===== config.mk =====
export PLATFORM = sky130hd
export DESIGN_NAME = apb4_mem_slave
export DESIGN_NICKNAME = d
export VERILOG_FILES = /design/src/rtl/apb4_mem_slave.sv
export SDC_FILE = /design/constraint.sdc
export NUM_CORES = 1
export LEC_CHECK = 0
export CAP_MARGIN = 20
export CELL_PAD_IN_SITES_DETAIL_PLACEMENT = 1
export CELL_PAD_IN_SITES_GLOBAL_PLACEMENT = 1
export CORE_UTILIZATION = 45
export CTS_CLUSTER_SIZE = 25
export DETAILED_ROUTE_END_ITERATION = 12
export GPL_TIMING_DRIVEN = 0
export HOLD_SLACK_MARGIN = 0.1
export PLACE_DENSITY_LB_ADDON = 0.1
export SETUP_SLACK_MARGIN = 0.4
export SLEW_MARGIN = 5
export SYNTH_ARGS = -nofsm -noshare
export SYNTH_HDL_FRONTEND = slang
export SYNTH_SLANG_ARGS = --single-unit

===== constraint.sdc =====
create_clock -name p_clk -period 5 [get_ports p_clk]
set_clock_uncertainty 0.05 [all_clocks]
set_input_delay 1 -clock p_clk [delete_from_list [all_inputs] [get_ports p_clk]]
set_output_delay 1 -clock p_clk [all_outputs]
set_load 0.1 [all_outputs]

===== src/rtl/apb4_mem_slave.sv =====
// APB4 completer around a DEPTH x D_WIDTH register-file memory with byte strobes,
// PSLVERR on out-of-range words and abort on protocol violation. Wait states via `APB_WAIT_EN.
module apb4_mem_slave #(
  parameter int                 A_WIDTH     = 8,
  parameter int                 D_WIDTH     = 32,
  parameter int                 DEPTH       = 16,
  parameter int                 WAIT_CYCLES = 2,
  parameter logic [D_WIDTH-1:0] RESET_VAL   = '0
) (
  input  logic                   p_clk,
  input  logic                   p_rst,
  input  logic                   p_sel,
  input  logic                   p_enable,
  input  logic                   p_write,
  input  logic [A_WIDTH-1:0]     p_addr,
  input  logic [D_WIDTH-1:0]     wr_data,
  input  logic [D_WIDTH/8-1:0]   p_strb,
  output logic [D_WIDTH-1:0]     rd_data,
  output logic                   p_ready,
  output logic                   p_slverr
);

  localparam int NB    = D_WIDTH / 8;
  localparam int IDX_W = (DEPTH > 1) ? $clog2(DEPTH) : 1;
  localparam int CNT_W = (WAIT_CYCLES > 0) ? $clog2(WAIT_CYCLES + 1) : 1;

  typedef enum logic [0:0] {IDLE, ACCESS} state_e;

  state_e               state_q, state_d;
  logic [IDX_W-1:0]     idx_q, idx_d;
  logic                 wr_q, wr_d;
  logic                 err_q, err_d;
  logic [D_WIDTH-1:0]   wdata_q, wdata_d;
  logic [NB-1:0]        strb_q, strb_d;
  logic [D_WIDTH-1:0]   rd_data_q, rd_data_d;
  logic [D_WIDTH-1:0]   mem_q [DEPTH];
  logic [D_WIDTH-1:0]   mem_d [DEPTH];

  logic setup;
  logic access_ok;
  logic in_range;
  logic cnt_zero;

  assign setup     = (state_q == IDLE) && p_sel && !p_enable;
  assign access_ok = p_sel && p_enable;
  assign in_range  = ({1'b0, p_addr} < (A_WIDTH + 1)'(DEPTH));

`ifdef APB_WAIT_EN
  logic [CNT_W-1:0] cnt_q, cnt_d;

  always_comb begin
    cnt_d = cnt_q;
    if (setup) begin
      cnt_d = CNT_W'(WAIT_CYCLES);
    end else if (state_q == ACCESS) begin
      if (!access_ok)
        cnt_d = '0;
      else if (cnt_q != '0)
        cnt_d = cnt_q - CNT_W'(1);
    end
  end

  always_ff @(posedge p_clk) begin
    if (p_rst) cnt_q <= '0;
    else       cnt_q <= cnt_d;
  end

  assign cnt_zero = (cnt_q == '0);
`else
  // No counter: the access phase always completes in its first cycle.
  logic [CNT_W-1:0] cnt_tie;
  assign cnt_tie  = '0;
  assign cnt_zero = (cnt_tie == '0);
`endif

  // Ready/error are pure decodes of registered state, so no input reaches them combinationally.
  assign p_ready  = (state_q == ACCESS) && cnt_zero;
  assign p_slverr = p_ready && err_q;
  assign rd_data  = rd_data_q;

  always_comb begin
    state_d   = state_q;
    idx_d     = idx_q;
    wr_d      = wr_q;
    err_d     = err_q;
    wdata_d   = wdata_q;
    strb_d    = strb_q;
    rd_data_d = rd_data_q;
    mem_d     = mem_q;
    unique case (state_q)
      IDLE: begin
        if (setup) begin
          idx_d   = p_addr[IDX_W-1:0];
          wr_d    = p_write;
          err_d   = !in_range;
          wdata_d = wr_data;
          strb_d  = p_strb;
          state_d = ACCESS;
          if (!p_write)
            rd_data_d = in_range ? mem_q[p_addr[IDX_W-1:0]] : '0;
        end
      end
      ACCESS: begin
        if (!access_ok) begin
          state_d = IDLE;
        end else if (cnt_zero) begin
          state_d = IDLE;
          if (wr_q && !err_q) begin
            for (int i = 0; i < NB; i++)
              if (strb_q[i]) mem_d[idx_q][8*i +: 8] = wdata_q[8*i +: 8];
          end
        end
      end
      default: state_d = IDLE;
    endcase
  end

  always_ff @(posedge p_clk) begin
    if (p_rst) begin
      state_q   <= IDLE;
      rd_data_q <= '0;
      for (int i = 0; i < DEPTH; i++) mem_q[i] <= RESET_VAL;
    end else begin
      state_q   <= state_d;
      rd_data_q <= rd_data_d;
      mem_q     <= mem_d;
    end
  end

  // Transfer attributes are only consumed in ACCESS, so they need no reset.
  always_ff @(posedge p_clk) begin
    idx_q   <= idx_d;
    wr_q    <= wr_d;
    err_q   <= err_d;
    wdata_q <= wdata_d;
    strb_q  <= strb_d;
  end

endmodule


* Yosys cells after proc, flatten, opt, wreduce, memory -nomap -nowiden
Cells that the tools add are included.
** Operators by class
- Multipliers :: 0
- Shifts and indexed selects :: 0
- Add/subtract/negate cells :: 0
- Muxes and demuxes :: 31
- Div/mod/pow operators :: 0
- Equality and inequality tests :: 0
- $lt $le $gt $ge :: 4
- Reduce and logical (&&, ||, !) cells :: 12
- Bitwise gates (word level) :: 4
** Operators by type and width (number)
- two-way mux 512 bit :: 13
- bitwise mux 512 bit :: 4
- demux 32 bit (select 4 bit) :: 4
- binary-select mux 32 bit (select 4 bit) :: 1
- two-way mux 32 bit :: 4
- two-way mux 24 bit :: 1
- two-way mux 16 bit :: 1
- greater-or-equal comparator 5 bit (second input constant) :: 2
- NOT 4 -> 5 bit :: 2
- less-than comparator 8 x 5 -> 1 bit (second input constant) :: 1
- two-way mux 8 bit :: 1
- logical AND 1 bit :: 6
- AND reduction 3 bit :: 2
- less-than comparator 5 x 1 -> 1 bit (second input constant) :: 1
- logical NOT 1 bit :: 3
- NOT 1 bit :: 2
- case mux 1 bit (2 select lines) :: 1
- AND reduction 2 bit :: 1
- two-way mux 1 bit :: 1
** Storage, ports and cells
- Memories kept :: 0
- Output and inout port bits :: 34
- Memory bits (read-only) :: 0
- Bits in latches :: 0
- Logic and storage cells :: 74
- Register bits after elaboration :: 587
- RAM bits :: 0
- Input bits :: 49

* Logic depth before layout (Yosys ltp)
- Depth in word-level cells :: 22
- Mapped depth :: 7
- Depth with buffers taken out :: 4

* Least setup slack after synthesis
Ideal clock, no wire load.
- Path type :: input to register
- Start point :: input port p_enable
- End point :: register err_q, enable pin
- Setup time :: 505 ps
- Slack :: 291 ps
- Path buffers :: 0
- Arrival time :: 4154 ps
- Stages on the path :: 1
- Data required time :: 4445 ps
- Cell sequence :: nor3b_1
** On the way
- Cells in the longest elaborated chain, start to end :: 3
** RTL lines
- start, declared :: RTL line 13 : input logic p_enable,
- logical NOT 1 bit :: RTL line 44 : assign setup = (state_q == IDLE) && p_sel && !p_enable;
- logical AND 1 bit :: RTL line 44
- AND reduction 2 bit (no source line)
- end signal, assigned :: RTL line 134 : err_q <= err_d;
- end, declared :: RTL line 32 : logic err_q, err_d;
Every way passes these cells.
A chain may end at the register's enable or synchronous reset.

* Worst setup path after layout
- Start point :: register state_q, in the netlist p_ready
- End point :: output port p_slverr
** On the way
- Cells in the longest elaborated chain, start to end :: 1
** RTL lines
- start, declared :: RTL line 29 : state_e state_q, state_d;
- start signal, assigned :: RTL line 124 : state_q <= state_d;
- logical AND 1 bit :: RTL line 78 : assign p_slverr = p_ready && err_q;
- end, declared :: RTL line 20 : output logic p_slverr
Every way passes these cells.

==> impl_metrics.ini <==
[run_status]
status = finished clean

[timing]
setup-violations-final = 0
fmax_mhz = 295
worst_pin_slew_ns = 1.12
timing.final.crit_share_pct = 67.9
fin_ws_ns = 1.61
rsz0062_at_grt = no
finalHoldViolations = 0
period_minus_slack_ns = 3.39
slew_violations = 0
slew_headroom_pct = 25.3

[route]
drc = 0
drt-total-wl_um = 83200
vias = 17714
ant_nets = 0
drt_iter0_drc = 982
dr.pass1.iters = 8
via_per_inst = 5.72
wl_per_cell_um = 26.9

[clocking]
post_cts_buffers = 0
clk-insertion-delay-late_ns = 0.61
cts-resized-gates = 0
ctsHtreeMaxLevel = 3
cts_sinks = 587
clock-root-buffer = clkbuf_16
cts_tree = built
cts_buffers = 67
cts.path.max_buffers = 3
postCtsHoldBufs = 0
clk_pin_slew_ns = 0.06

[setup_path]
cp_max_fo = 6
rrSetupSlack_ns = 2.40
timing.rr.end = mem_q[294]
cp.required_ns = 3.95
cp.arrival_ns = 2.34
path_class = reg -> out
reg2reg_depth = 5
crit_start = p_ready
reg2reg_from = wr_q
crit_path_start_kind = flop
cp-end-kind = output pin
crit_end = p_slverr

[power_and_ir_drop]
power_density_nw_per_um2 = 358
vdd_drop_max_mv = 0.271
total_power_w = 0.0105
p_leak_nw = 13.7

[placement]
io_buffers = 82
dp_slack_ns = 0.803
place_congestion = 0.863
hpwlAfterDp_um = 56200

[floorplanning]
num_io_pins = 83
rows = 86
fp.coreArea_um2 = 55100
die_area_um2 = 56700
initial_utilization_pct = 45.5
die_width_um = 238
die_h_um = 238

[global_routing]
grt_pass1_vias = 18868
grt_overflow_total = 0
grt_max_degree = 15
grt_usage_pct = 29.8
grt_pass1_wl_um = 123000
antenna_found_initial = 1

[synthesis]
ys_async_sr_fraction_pct = 0
synthCells = 2137
synth_area_um2 = 25100
synth_edf_count = 42
synth-main-ff-cell = dfxtp_1
yosysWarnings = 0
syn_area_per_cell_um2 = 11.7
ys_seq_elements = 587
synth_nets = 2186
seq_area_frac_synth_pct = 48.5
yosysUniqueCellTypes = 30

[cells_and_area]
final_layout_size_suffix_gt1_share_pct = 16.7
fillCellCount = 5737
regArea_um2 = 12200
multi_input_area_um2 = 12100
area.growth.synth_to_final_pct = 16.8
nNetsFinal = 2343
final_cell_mix = dfxtp_1, mux2i_1, nor2_1
final_common_cell = dfxtp_1

[min_path]
hp-class = reg -> reg

[run]
maxCapViolations = 0
-- final cells by class --
cell class,count,share of cell area [%]
diodes,1,0.00854
well taps,748,3.20
flip-flops and latches,587,41.6
multi-input cells,1372,41.2
clock inverters,22,1.03
repair buffers,88,3.06
plain buffers,178,2.89
clock buffers,99,7.02
-- stage by stage --
stage	setup TNS (ns)	area (um^2)	hold slack (ns)	utilization (%)	instances
CTS	0	29300	0.441	53.1	3093
detailed placement	0	26900	0.429	48.9	2972
global route	0	29300	0.471	53.2	3094
finish	0	29300	0.438	53.2	3095
floorplan	0	25100	0.405	-	2137
global placement	-22.09	26800	0.418	48.7	2967
-- logic make-up (layout without fill, tap and decap cells) --
kind of cell	after synthesis	count (layout)	synth area share, %
muxes	704	704	34.6
and+or+nand+nor	604	604	11.9
DFF	587	587	48.5
buffers and inverters	178	387	3.37
AOI/OAI and AO/OA	64	64	1.60
other	0	1	0
-- worst min path at each step --
stage | start | end | slack, ns | cells after the start
detailed placement | mem_q[155] | mem_q[155] | 0.43 | 2
CTS | mem_q[155] | mem_q[155] | 0.44 | 2
global route | mem_q[306] | mem_q[306] | 0.47 | 2
global placement | mem_q[382] | mem_q[382] | 0.42 | 2
floorplan | mem_q[152] | mem_q[152] | 0.40 | 2
finish | mem_q[155] | mem_q[155] | 0.44 | 2
-- Yosys cell counts, types with 3 or more instances --
cell type  number  share of area (%)
o21ai_0        15               0.30
nand4_2        48                2.4
mux2_2         32                1.4
nor2_1        514                7.7
edfxtp_1       42                5.0
buf_2          28               0.56
buf_1          12               0.18
o21ai_1        17               0.34
and4b_1         5               0.20
clkbuf_1      109                1.6
dfxtp_1       545                 43
buf_4          20               0.60
mux2i_1       544                 22
nor3b_1        15               0.45
a22oi_1        32               0.96
buf_6           9               0.40
and4_1          3               0.10
and4bb_2        5               0.25
nor4b_4         4               0.38
mux4_2        128                 11
-- layer usage --
layer | global-route usage (%) | share of wire, %
met5 | 0 | 0
met4 | 10.8 | 3.3
met3 | 5.02 | 4.7
met2 | 49.1 | 47
met1 | 39.3 | 45
-- critical path, stage by stage (launching register included) --
cell and delay (ns):
dfxtp_1 0.45, and2_1 0.17, clkdlybuf4s50_1 1.13
-- flip-flops by register name, summed over array words and instances (netlist names) --
signal and cells:
err_q 1, idx_q 4, mem_q 512, p_ready 1, rd_data 32, strb_q 4
wdata_q 32, wr_q 1
-- power breakdown --
part           total [W]  switching [W]  internal, W  leakage, nW
logic           0.000462       0.000327     0.000135         7.78
registers        0.00478      0.0000308      0.00475         4.78
clock network    0.00525        0.00203      0.00321         1.17
No activity file was read; power rests on OpenSTA's default activity.
==> variant 1 (same settings) <==
The parameter `D_WIDTH` goes from 32 to 36.
--- a/src/rtl/apb4_mem_slave.sv
+++ b/src/rtl/apb4_mem_slave.sv
@@ -3,5 +3,5 @@
 module apb4_mem_slave #(
   parameter int                 A_WIDTH     = 8,
-  parameter int                 D_WIDTH     = 32,
+  parameter int                 D_WIDTH     = 36,
   parameter int                 DEPTH       = 16,
   parameter int                 WAIT_CYCLES = 2,
Ports: changed (resized rd_data and wr_data); port bits go from 83 to 91. No check against the original RTL was run, so the function may have changed too.
==> variant 1 against the original RTL <==
  * Area after synthesis increased by 0.34%
  * Clock power fell by 6.9%
  * Worst hold slack improved by 0.0025 ns
  * Register-to-register slack improved by 0.03 ns
  * Sequential cell count stayed put
  * Wire length down 1.4%
  * Via count about the same
  * First-iteration DRC count grew 7.8%
  * Global-route usage fell by 0.31 points
  * Worst setup slack got worse by 0.29 ns
  * Cell area is 0.25% lower
  * Power decreased by 3.2%
  * Critical path depth unchanged
  * Largest cell class unchanged
==> variant 1: results (changes against the original RTL) <==
Outcome:
- The flow ran to the end, and the final reports show no timing, DRC or antenna violations.

Placement:
- The worst setup slack before clock tree synthesis is 1.05 ns (+0.246 ns).
- The final weighted congestion in routability-driven placement is 0.835 (-3.2%).
- The area after detailed placement is 27000 um2 (+0.33%).
- The number of cells after detailed placement is 2980 (+0.27%).

Layout:
- The total number of nets in the final design is 2355 (+0.51%).
- The share of post-route cells with drive strength above 1 came to 0.170 (+0.00283).
- The count of filler cells inserted in the layout is 5672 (-1.1%).
- The count of antenna diodes in the layout is 0 (-1).

Drt:
- The initial DRC count is 1059 (+7.8%).
- The wire length per cell after detailed routing came to 26.4 um (-1.6%).
- The via count is 17.7k (+0.011%).
- The wire length on met3 is 3.44 mm (-12%).
- The detailed-router iteration count before antenna repair is 5 (-3).

GRT:
- The via count of the first global-routing pass was 19.1k (+1.4%).
- The number of antenna violations at the first check in global routing came to 0 (-1).
- The met2 usage is 0.492 (+0.00166).
- The wire length of the first global-routing pass came to 122 mm (-0.33%).
- The aggregate global-route resource usage is 0.295 (-0.00310).
- The global-route met3 utilization is 0.0415 (-0.00875).

Synthesis:
- In the synthesized netlist, the cells that appear most often are 545 x dfxtp_1, 544 x mux2i_1, 514 x nor2_1.
- Sorting the synthesized cells by area gives the leading types as dfxtp_1 43%, mux2i_1 22%, mux4_2 11%, nor2_1 7.7%, edfxtp_1 5.0%.
- The number of distinct standard cells referenced by the synthesized netlist is 32 (+6.7%).
- The cell count after synthesis is 2143 (+0.28%).

Critical path:
- The register-to-register setup slack is 2.43 ns (+0.03 ns).
- The endpoint of the lowest-slack register-to-register path is rd_data[3]$_SDFFE_PP0P_.
- The depth of the worst register-to-register path is 6 (+1).

Pwr:
- The leakage dissipation is 13.6 nW (-0.97%).
- The total power divided by cell area came to 347 nW/um2 (-3.0%).
- The clock group share of total power is 0.482 (-0.018).
- The maximum vdd drop is 0.000214 V (-21%).
- The cell-internal power was 0.00779 W (-3.8%).
- The part of the total power dissipated in sequential elements is 0.471 (+0.015).

Timing:
- The normalized max-slew margin is 0.247 (-0.00561).

Worst hold path:
- The worst hold path terminates at mem_q[423]$_SDFFE_PP0P_.
## variant 1: cells by family after synthesis
group	after synthesis	synth area share
mux	704	0.345
buf+inv	182	0.0352
other cells	1	0.000149
flops	587	0.484
compound gates	64	0.0159
simple gates	605	0.120
## variant 1: worst max path at each step
stage | from | endpoint | slack, ns | depth (start not counted)
floorplan | p_enable | err_q$_DFFE_PP_ | 1.83 | 1
global placement | p_sel | wdata_q[10]$_DFFE_PP_ | -0.75 | 2
detailed placement | p_addr[2] | rd_data[8]$_SDFFE_PP0P_ | 1.05 | 7
CTS | p_ready$_SDFF_PP0_ | p_slverr | 1.31 | 2
global route | p_ready$_SDFF_PP0_ | p_slverr | 1.32 | 2
finish | p_ready$_SDFF_PP0_ | p_slverr | 1.31 | 2
## variant 1: layout make-up
class,instances,area share
tap,748,0.0320
clock inverter,10,0.00197
sequential,587,0.417
buffer,182,0.0304
multi-input combinational,1377,0.415
timing repair buffer,87,0.0308
clock buffer,111,0.0729
==> variant 2 (config.mk and constraints unchanged) <==
Made on the original files. `rd_data_q` no longer has a reset.
--- a/src/rtl/apb4_mem_slave.sv
+++ b/src/rtl/apb4_mem_slave.sv
@@ -119,11 +119,13 @@
     if (p_rst) begin
       state_q   <= IDLE;
-      rd_data_q <= '0;
       for (int i = 0; i < DEPTH; i++) mem_q[i] <= RESET_VAL;
     end else begin
       state_q   <= state_d;
-      rd_data_q <= rd_data_d;
       mem_q     <= mem_d;
     end
+  end
+
+  always_ff @(posedge p_clk) begin
+    rd_data_q <= rd_data_d;
   end
 
Check against the original RTL: not settled (the Yosys comparison gave no result); the edit may change what the design does.
==> variant 2 against the original RTL <==
  * Sequential power grew 1%
  * Sequential cell count unchanged
  * Worst hold slack improved by 0.0050 ns
  * Critical path depth up 5
  * Area after synthesis rose by 1.3%
  * Worst setup slack worse by 0.69 ns
  * Wire length is 10% higher
  * Power shrank 2.0%
  * Via count rose by 6.7%
  * Global-route usage is 2.5 points higher
  * Core utilization decreased by 0.13 points
  * Cell area increased by 0.34%
  * Critical path type is now in -> reg
  * Critical endpoint is now rd_data[21]$_SDFFCE_PP0P_
  * Largest cell class unchanged
  * Highest routed layer unchanged
==> variant 2: results (changes against the original RTL) <==
GRT:
- The aggregate global-route resource usage came to 0.323 (+0.0254).
- The met1 usage is 0.416 (+0.0229).
- The wire length of the first global-routing pass is 133 mm (+7.9%).
- The pin count of the biggest net entering global routing came to 26 (+11).
- The via count of the first global-routing pass came to 19.6k (+4.1%).
- The number of antenna violations at the first check in global routing was 0 (-1).
- The met2 usage is 0.526 (+0.0359).

Outcome:
- The run finished with clean final reports.

Drt:
- The post-detailed-route via-to-cell ratio was 5.95 (+4.0%).
- The detailed-router iteration count before antenna repair came to 5 (-3).
- The detailed-route wire length came to 91.7 mm (+10%).

Pwr:
- The leakage dissipation came to 13.6 nW (-0.61%).
- The maximum vdd drop is 0.000272 V (+0.26%).

Critical path:
- The largest stage delay on the critical path is 1.00 ns (-0.13 ns).
- The biggest fanout along the worst timing path came to 10 (+4).
- The family with the most delay on the worst path is simple AND/OR/NAND/NOR gates.
- The register-to-register setup slack is 2.34 ns (-0.06 ns).
- In this run the critical register-to-register path is captured at mem_q[82]$_SDFFE_PP0P_.
- The worst path arrival time is 4.44 ns (+2.10 ns).
- The master of the slowest instance on the critical path is nor2_2.

Synthesis:
- The compound-cell area share of the yosys netlist is 0.0258 (+0.00979).
- The area of the mapped netlist is 25400 um2 (+1.3%).
- The number of enable-type register cells in the synthesized netlist came to 74 (+76%).
- The synthesized net count is 2271 (+3.9%).
- The number of distinct standard cells referenced by the synthesized netlist is 39 (+30%).
- The commonest cells after synthesis are 574 x mux2i_1, 515 x nor2_1, 513 x dfxtp_1.
- Yosys attributes the largest share of cell area to dfxtp_1 40%, mux2i_1 23%, edfxtp_1 8.7%, mux4_2 8.6%, nor2_1 7.6%.

Placement:
- The worst setup slack before clock tree synthesis is 0.451 ns (-0.351 ns).
- The quantity of I/O buffers inserted on ports came to 81 (-1.2%).
- The final weighted congestion in routability-driven placement is 0.874 (+1.3%).
- The detailed placer's ending HPWL is 60.8 mm (+8.2%).

Worst hold path:
- The origin of the worst min-delay path is mem_q[104]$_SDFFE_PP0P_.

Timing:
- The portion of the clock cycle consumed by the worst path in the final layout is 0.817 (+0.138).

CTS:
- The number of buffers created by CTS is 66 (-1.5%).

Layout:
- The share of post-route cells with drive strength above 1 was 0.144 (-0.0229).
## variant 2: final cells by class
type,count,area [um2]
tap,748,936
timing repair buffer,86,896
sequential,587,12500
clock buffer,100,1960
fill,5829,26000
clock inverter,19,174
buffer,186,926
inverter,2,7.51
multi-input combinational,1447,12000
## variant 2: power by group
| part | internal (W) | leakage, nW | switching [W] |
|---|---|---|---|
| Clock | 0.00286 | 1.06 | 0.00198 |
| Combinational | 0.000151 | 7.81 | 0.000450 |
| Sequential | 0.00480 | 4.78 | 0.0000325 |
## variant 2: stage by stage
step	area [um2]	TNS, ns	total power (W)	hold slack (ns)	cells
finish	29400	0	0.0103	0.443	3175
global placement	27200	-17.55	0.00552	0.417	3051
CTS	29400	0	0.0103	0.447	3175
global route	29400	0	0.0106	0.467	3175
floorplan	25400	0	0.00525	0.405	2222
detailed placement	27200	0	0.00553	0.434	3056
## variant 2: routing by layer
layer	vias to the layer above	routed length, um
met5	-	0
met3	208	5150
met4	0	4580
li1	8251	-
met1	9798	39200
met2	646	42800
